==> config.mk <==
export PLATFORM = sky130hd
export DESIGN_NAME = dbg_csr_trace
export DESIGN_NICKNAME = d
export VERILOG_FILES = /design/src/rtl/dbg_pkg.sv /design/src/rtl/dbg_csr_trace_sat_counter.sv /design/src/rtl/dbg_csr_trace.sv
export SDC_FILE = /design/constraint.sdc
export NUM_CORES = 1
export LEC_CHECK = 0
export ABC_CLOCK_PERIOD_IN_PS = 2000
export CAP_MARGIN = 20
export CORE_ASPECT_RATIO = 0.9
export CORE_MARGIN = 10
export CORE_UTILIZATION = 40
export DETAILED_ROUTE_END_ITERATION = 6
export PLACE_DENSITY = 0.84
export SYNTH_ARGS = -nofsm -noshare
export SYNTH_HDL_FRONTEND = slang
export SYNTH_SLANG_ARGS = --single-unit
==> constraint.sdc <==
create_clock -name clk -period 2 [get_ports clk]
set_input_delay 0.2 -clock clk [delete_from_list [all_inputs] [get_ports clk]]
set_output_delay 0.2 -clock clk [all_outputs]
set_load 0.02 [all_outputs]
==> src/rtl/dbg_pkg.sv <==
// Shared constants for the CSR/trap debug monitor: tvec mode encodings
// and the mask that strips the mode bits to get the handler entry address.
package dbg_pkg;

    localparam logic [1:0] TVEC_MODE_DIRECT   = 2'b00;
    localparam logic [1:0] TVEC_MODE_VECTORED = 2'b01;

    // Handler entry = tvec with the two mode bits cleared
    localparam logic [63:0] TVEC_ALIGN_MASK = {{62{1'b1}}, 2'b00};

endpackage

==> src/rtl/dbg_csr_trace_sat_counter.sv <==
// Saturating up-counter: increments on inc, sticks at all-ones, async clear.
module sat_counter #(
    parameter int W = 32
) (
    input  logic         clk,
    input  logic         rst_n,
    input  logic         inc,
    output logic [W-1:0] cnt
);

    // Next count with saturation at all-ones instead of wrapping
    function automatic logic [W-1:0] sat_inc(input logic [W-1:0] v);
        if (&v)
            return v;
        else
            return v + W'(1);
    endfunction

    // Count register
    always_ff @(posedge clk or negedge rst_n) begin
        if (!rst_n)
            cnt <= '0;
        else if (inc)
            cnt <= sat_inc(cnt);
    end

endmodule

==> src/rtl/dbg_csr_trace.sv <==
// Passive trap monitor for the CSR/trap unit: per-privilege trap counters,
// a last-trap record and sticky error flags. Drives nothing into the core.
module dbg_csr_trace
    import dbg_pkg::*;
#(
    parameter int CNT_W   = 32,
    parameter int VERBOSE = 1
) (
    input  logic             clk,
    input  logic             rst_n,
    input  logic [63:0]      pc,
    input  logic             except,
    input  logic             medeleg,
    input  logic [63:0]      tvec,
    output logic [CNT_W-1:0] trap_cnt_s,
    output logic [CNT_W-1:0] trap_cnt_m,
    output logic             last_valid,
    output logic [63:0]      last_pc,
    output logic [63:0]      last_tvec,
    output logic             last_deleg,
    output logic             err_tvec_zero,
    output logic             err_tvec_mode,
    output logic             err_trap_loop
);

    logic evt_s_p0;
    logic evt_m_p0;
    logic tvec_zero_p0;
    logic tvec_mode_p0;
    logic trap_loop_p0;

    assign evt_s_p0 = except &  medeleg;
    assign evt_m_p0 = except & ~medeleg;

    // Event-cycle checks; the loop check deliberately uses the record as it
    // stood before this event so back-to-back traps compare against the first.
    always_comb begin
        tvec_zero_p0 = (tvec == 64'h0);
        tvec_mode_p0 = (tvec[1:0] != TVEC_MODE_DIRECT) &&
                       (tvec[1:0] != TVEC_MODE_VECTORED);
        trap_loop_p0 = last_valid && (pc == (last_tvec & TVEC_ALIGN_MASK));
    end

    // ---- stage boundary: event sampled -> counters/record/flags ----

    sat_counter #(.W(CNT_W)) u_cnt_s (
        .clk   (clk),
        .rst_n (rst_n),
        .inc   (evt_s_p0),
        .cnt   (trap_cnt_s)
    );

    sat_counter #(.W(CNT_W)) u_cnt_m (
        .clk   (clk),
        .rst_n (rst_n),
        .inc   (evt_m_p0),
        .cnt   (trap_cnt_m)
    );

    // Last-trap record, overwritten on every event
    always_ff @(posedge clk or negedge rst_n) begin
        if (!rst_n) begin
            last_valid <= 1'b0;
            last_pc    <= '0;
            last_tvec  <= '0;
            last_deleg <= 1'b0;
        end else if (except) begin
            last_valid <= 1'b1;
            last_pc    <= pc;
            last_tvec  <= tvec;
            last_deleg <= medeleg;
        end
    end

    // Sticky error flags, cleared only by reset
    always_ff @(posedge clk or negedge rst_n) begin
        if (!rst_n) begin
            err_tvec_zero <= 1'b0;
            err_tvec_mode <= 1'b0;
            err_trap_loop <= 1'b0;
        end else if (except) begin
            err_tvec_zero <= err_tvec_zero | tvec_zero_p0;
            err_tvec_mode <= err_tvec_mode | tvec_mode_p0;
            err_trap_loop <= err_trap_loop | trap_loop_p0;
        end
    end

    generate
        if (VERBOSE != 0) begin : g_verbose
`ifndef SYNTHESIS
            // Simulation-only trace of each trap and each flag's first assertion
            always @(posedge clk) begin
                if (rst_n && except) begin
                    $display("%0t trap %s pc=%h tvec=%h", $time,
                             medeleg ? "S" : "M", pc, tvec);
                    if (tvec_zero_p0 && !err_tvec_zero)
                        $display("%0t warning: err_tvec_zero set", $time);
                    if (tvec_mode_p0 && !err_tvec_mode)
                        $display("%0t warning: err_tvec_mode set", $time);
                    if (trap_loop_p0 && !err_trap_loop)
                        $display("%0t warning: err_trap_loop set", $time);
                end
            end
`endif
        end
    endgenerate

endmodule

==> results_dict.tcl <==
set metrics [dict create \
    outcome "completed" \
    vias 7023 \
    finalCoreUtilization 0.623 \
    io_buffers 328 \
    ant_nets 0 \
    io_pins 329 \
    setup_viol 0 \
    firstDrtPassIters 4 \
    yosys_warnings 0 \
    powerDensity_nw_per_um2 824 \
    die_area_um2 28300 \
    setup.worst_path.end_class "flip-flop" \
    cts_buffers 17 \
    clk_transition_reported_paths_ns 0.08 \
    layout_common_cells "clkdlybuf4s50_1, dfrtp_1, mux2_2, xor2_1" \
    swShare 0.307 \
    start_kind "flip-flop" \
    grt_pass1_wl_mm 45.9 \
    dp_hpwl_mm 23.9 \
    syn_area_um2 8780 \
    irDropWorstVdd_uv 502 \
    yosysUniqueCellTypes 41 \
    cts_tree "done" \
    p_comb_frac 0.266 \
    clock_sinks 197 \
    final_cell_area_um2 13500 \
    clk_latency_ns 0.43 \
    slew_viol_final 0 \
    crit_slowest_cell "or4_4" \
    power.leakage_nw 5.62 \
    cts-root-buf "clkbuf_16" \
    path_class "flip-flop to flip-flop" \
    nFillCells 1683 \
    clock_power_share 0.309 \
    h-tree-depth 4 \
    drv_cap 0 \
    grt_max_degree 57 \
    fin_skew_ns 0.0121 \
    timing.hold.ws_ns 0.256 \
    first_global_vias 7749 \
    crit_chain "nand4_1 -> or3_4 -> or4_4 -> nor3b_2 -> xor2_1" \
    syn2layout_area_growth_pct 53.5 \
    avgSynthCellArea_um2 12.9 \
    ys_seq_area_frac 0.561 \
    total_power_mw 11.1 \
    placed_area_um2 12800 \
    internal-power_mw 7.70 \
    synth_seq_cells 197 \
    routed_wl_mm 30.0 \
    relSlewSlack 0.548 \
    ys.flop_type "dfrtp_1" \
    synthArstFlopShare 1.00 \
    nNetsFinal 1202 \
    antenna_found_initial 1 \
    cp_top_family "simple AND/OR/NAND/NOR gates" \
    critPathBufInv 0 \
    coreArea_um2 21600 \
    hold_class "input port to flip-flop" \
    initial_core_util 0.406 \
    period_share 0.962 \
    synth_nets 815 \
    seqPwrFrac 0.425 \
    grtUsageTotal 0.210 \
    mostFrequentLayoutCell "clkdlybuf4s50_1" \
    slowest_delay_ns 0.54 \
    cp.arrival_ns 2.27 \
    die_h_um 161 \
    required_ns 2.35 \
    wl_per_cell_um 21.8 \
    rsz0062_at_grt "no" \
    finalHoldViolations 0 \
    period_needed_ns 1.92 \
    max_freq_mhz 520 \
    clock_path_buffers 2 \
    std_cell_rows 51 \
    synth-edff-count 0 \
    drc 0 \
    place_congestion 0.873 \
    drt_iter0_drc 415 \
    syn_inst 681 \
    tightest_slew_ns 0.677 \
    vias_per_cell 5.12 \
    p_sw_mw 3.41 \
    die_x_um 176 \
    grt-ovfl-total 0 \
    cp_max_fo 7 \
    layout-drive-gt1-share 0.234 \
]
## per-layer routing
metal / vias to the layer above / GRT usage / routed length, um
met5: - / 0 / 13
met4: 2 / 0.0474 / 355
met3: 21 / 0.0842 / 2870
met2: 245 / 0.365 / 15300
met1: 3528 / 0.237 / 11400
li1: 3227 / - / -
## state kept, by name, summed over array words and instances (netlist names)
name / count
err_tvec_zero: 1
err_trap_loop: 1
u_cnt_s.cnt: 32
last_tvec: 64
last_deleg: 1
last_valid: 1
err_tvec_mode: 1
u_cnt_m.cnt: 32
last_pc: 64
## logic make-up (layout without fill, tap and decap cells)
logic type,Yosys count,in the layout,share of synthesized area
muxes,130,130,0.167
AOI/OAI and AO/OA,10,10,0.00884
and+or+nand+nor,191,191,0.125
DFF,197,197,0.561
other,0,1,0
buffers and inverters,28,428,0.0123
adders and majority gates,2,2,0.00285
xor gates and xnor gates,123,123,0.123
## power by group through the flow
stage                     combinational (mW)  clock (mW)  sequential (mW)
final                                   2.96        3.43             4.72
after global routing                    3.14        3.67             4.77
after CTS                               2.99        3.51             4.72
after detailed placement                2.97           0             4.79
after global placement                  2.93           0             4.77
after floorplan                        0.695           0             5.29
## timing repair
action,CTS,global route
cloned,0,0
hold endpoints to repair,43,0
endpoints found under the setup margin,2,12
hold buffers,1,0
buffers inserted,0,1
resized for setup,4,4
## cells in the mapped netlist (3+ instances only)
library cell,n,area share
mux2_2,130,0.17
clkbuf_1,17,0.0073
nor4_1,37,0.026
or2_2,3,0.0021
and4_1,7,0.0070
nor2_1,19,0.0081
xor2_1,67,0.067
nor3b_1,4,0.0034
inv_1,9,0.0038
nor3_1,23,0.013
nand4_1,27,0.019
nand2_1,29,0.012
dfrtp_1,197,0.56
nand3_1,18,0.010
and3_1,5,0.0036
xnor2_1,56,0.056
## tightest hold or removal path, stage by stage
cell     delay (ns)
buf_6          0.13
nand2_1        0.18
o21ai_0        0.12
## worst paths after layout
path | end | from | slack (ns) | cells past startpoint
max | u_cnt_s.cnt[28]$_DFFE_PN0P_ | u_cnt_s.cnt[15]$_DFFE_PN0P_ | 0.08 | 5
min | last_deleg$_DFFE_PN0P_ | except | 0.26 | 3
max reg2reg | u_cnt_s.cnt[28]$_DFFE_PN0P_ | u_cnt_s.cnt[15]$_DFFE_PN0P_ | 0.08 | 5
min reg2reg | err_tvec_mode$_DFFE_PN0P_ | err_tvec_mode$_DFFE_PN0P_ | 0.46 | 1
max in group asynchronous | last_tvec[43]$_DFFE_PN0P_ | rst_n | 1.00 | 3
min in group asynchronous | u_cnt_m.cnt[8]$_DFFE_PN0P_ | rst_n | 0.30 | 2
## layout make-up
class / instances / area, um2 / share of cell area
Timing Repair Buffer: 387 / 3760 / 0.279
Clock inverter: 13 / 139 / 0.0103
Inverter: 9 / 33.8 / 0.00251
Antenna cell: 1 / 2.50 / 0.000186
Multi-Input combinational cell: 456 / 3800 / 0.282
Sequential cell: 197 / 4940 / 0.367
Clock buffer: 19 / 443 / 0.0329
Tap cell: 291 / 364 / 0.0270
## per-stage QoR
step	TNS [ns]	setup slack (ns)	instances
2_1_floorplan	-0.00673	-0.00482	681
3_3_place_gp	-0.435	-0.435	1338
3_5_place_dp	-0.455	-0.455	1338
4_1_cts	0	0.0303	1371
5_1_grt	0	0.00631	1372
6_report	0	0.0756	1373
No activity file was read; power rests on OpenSTA's default activity.
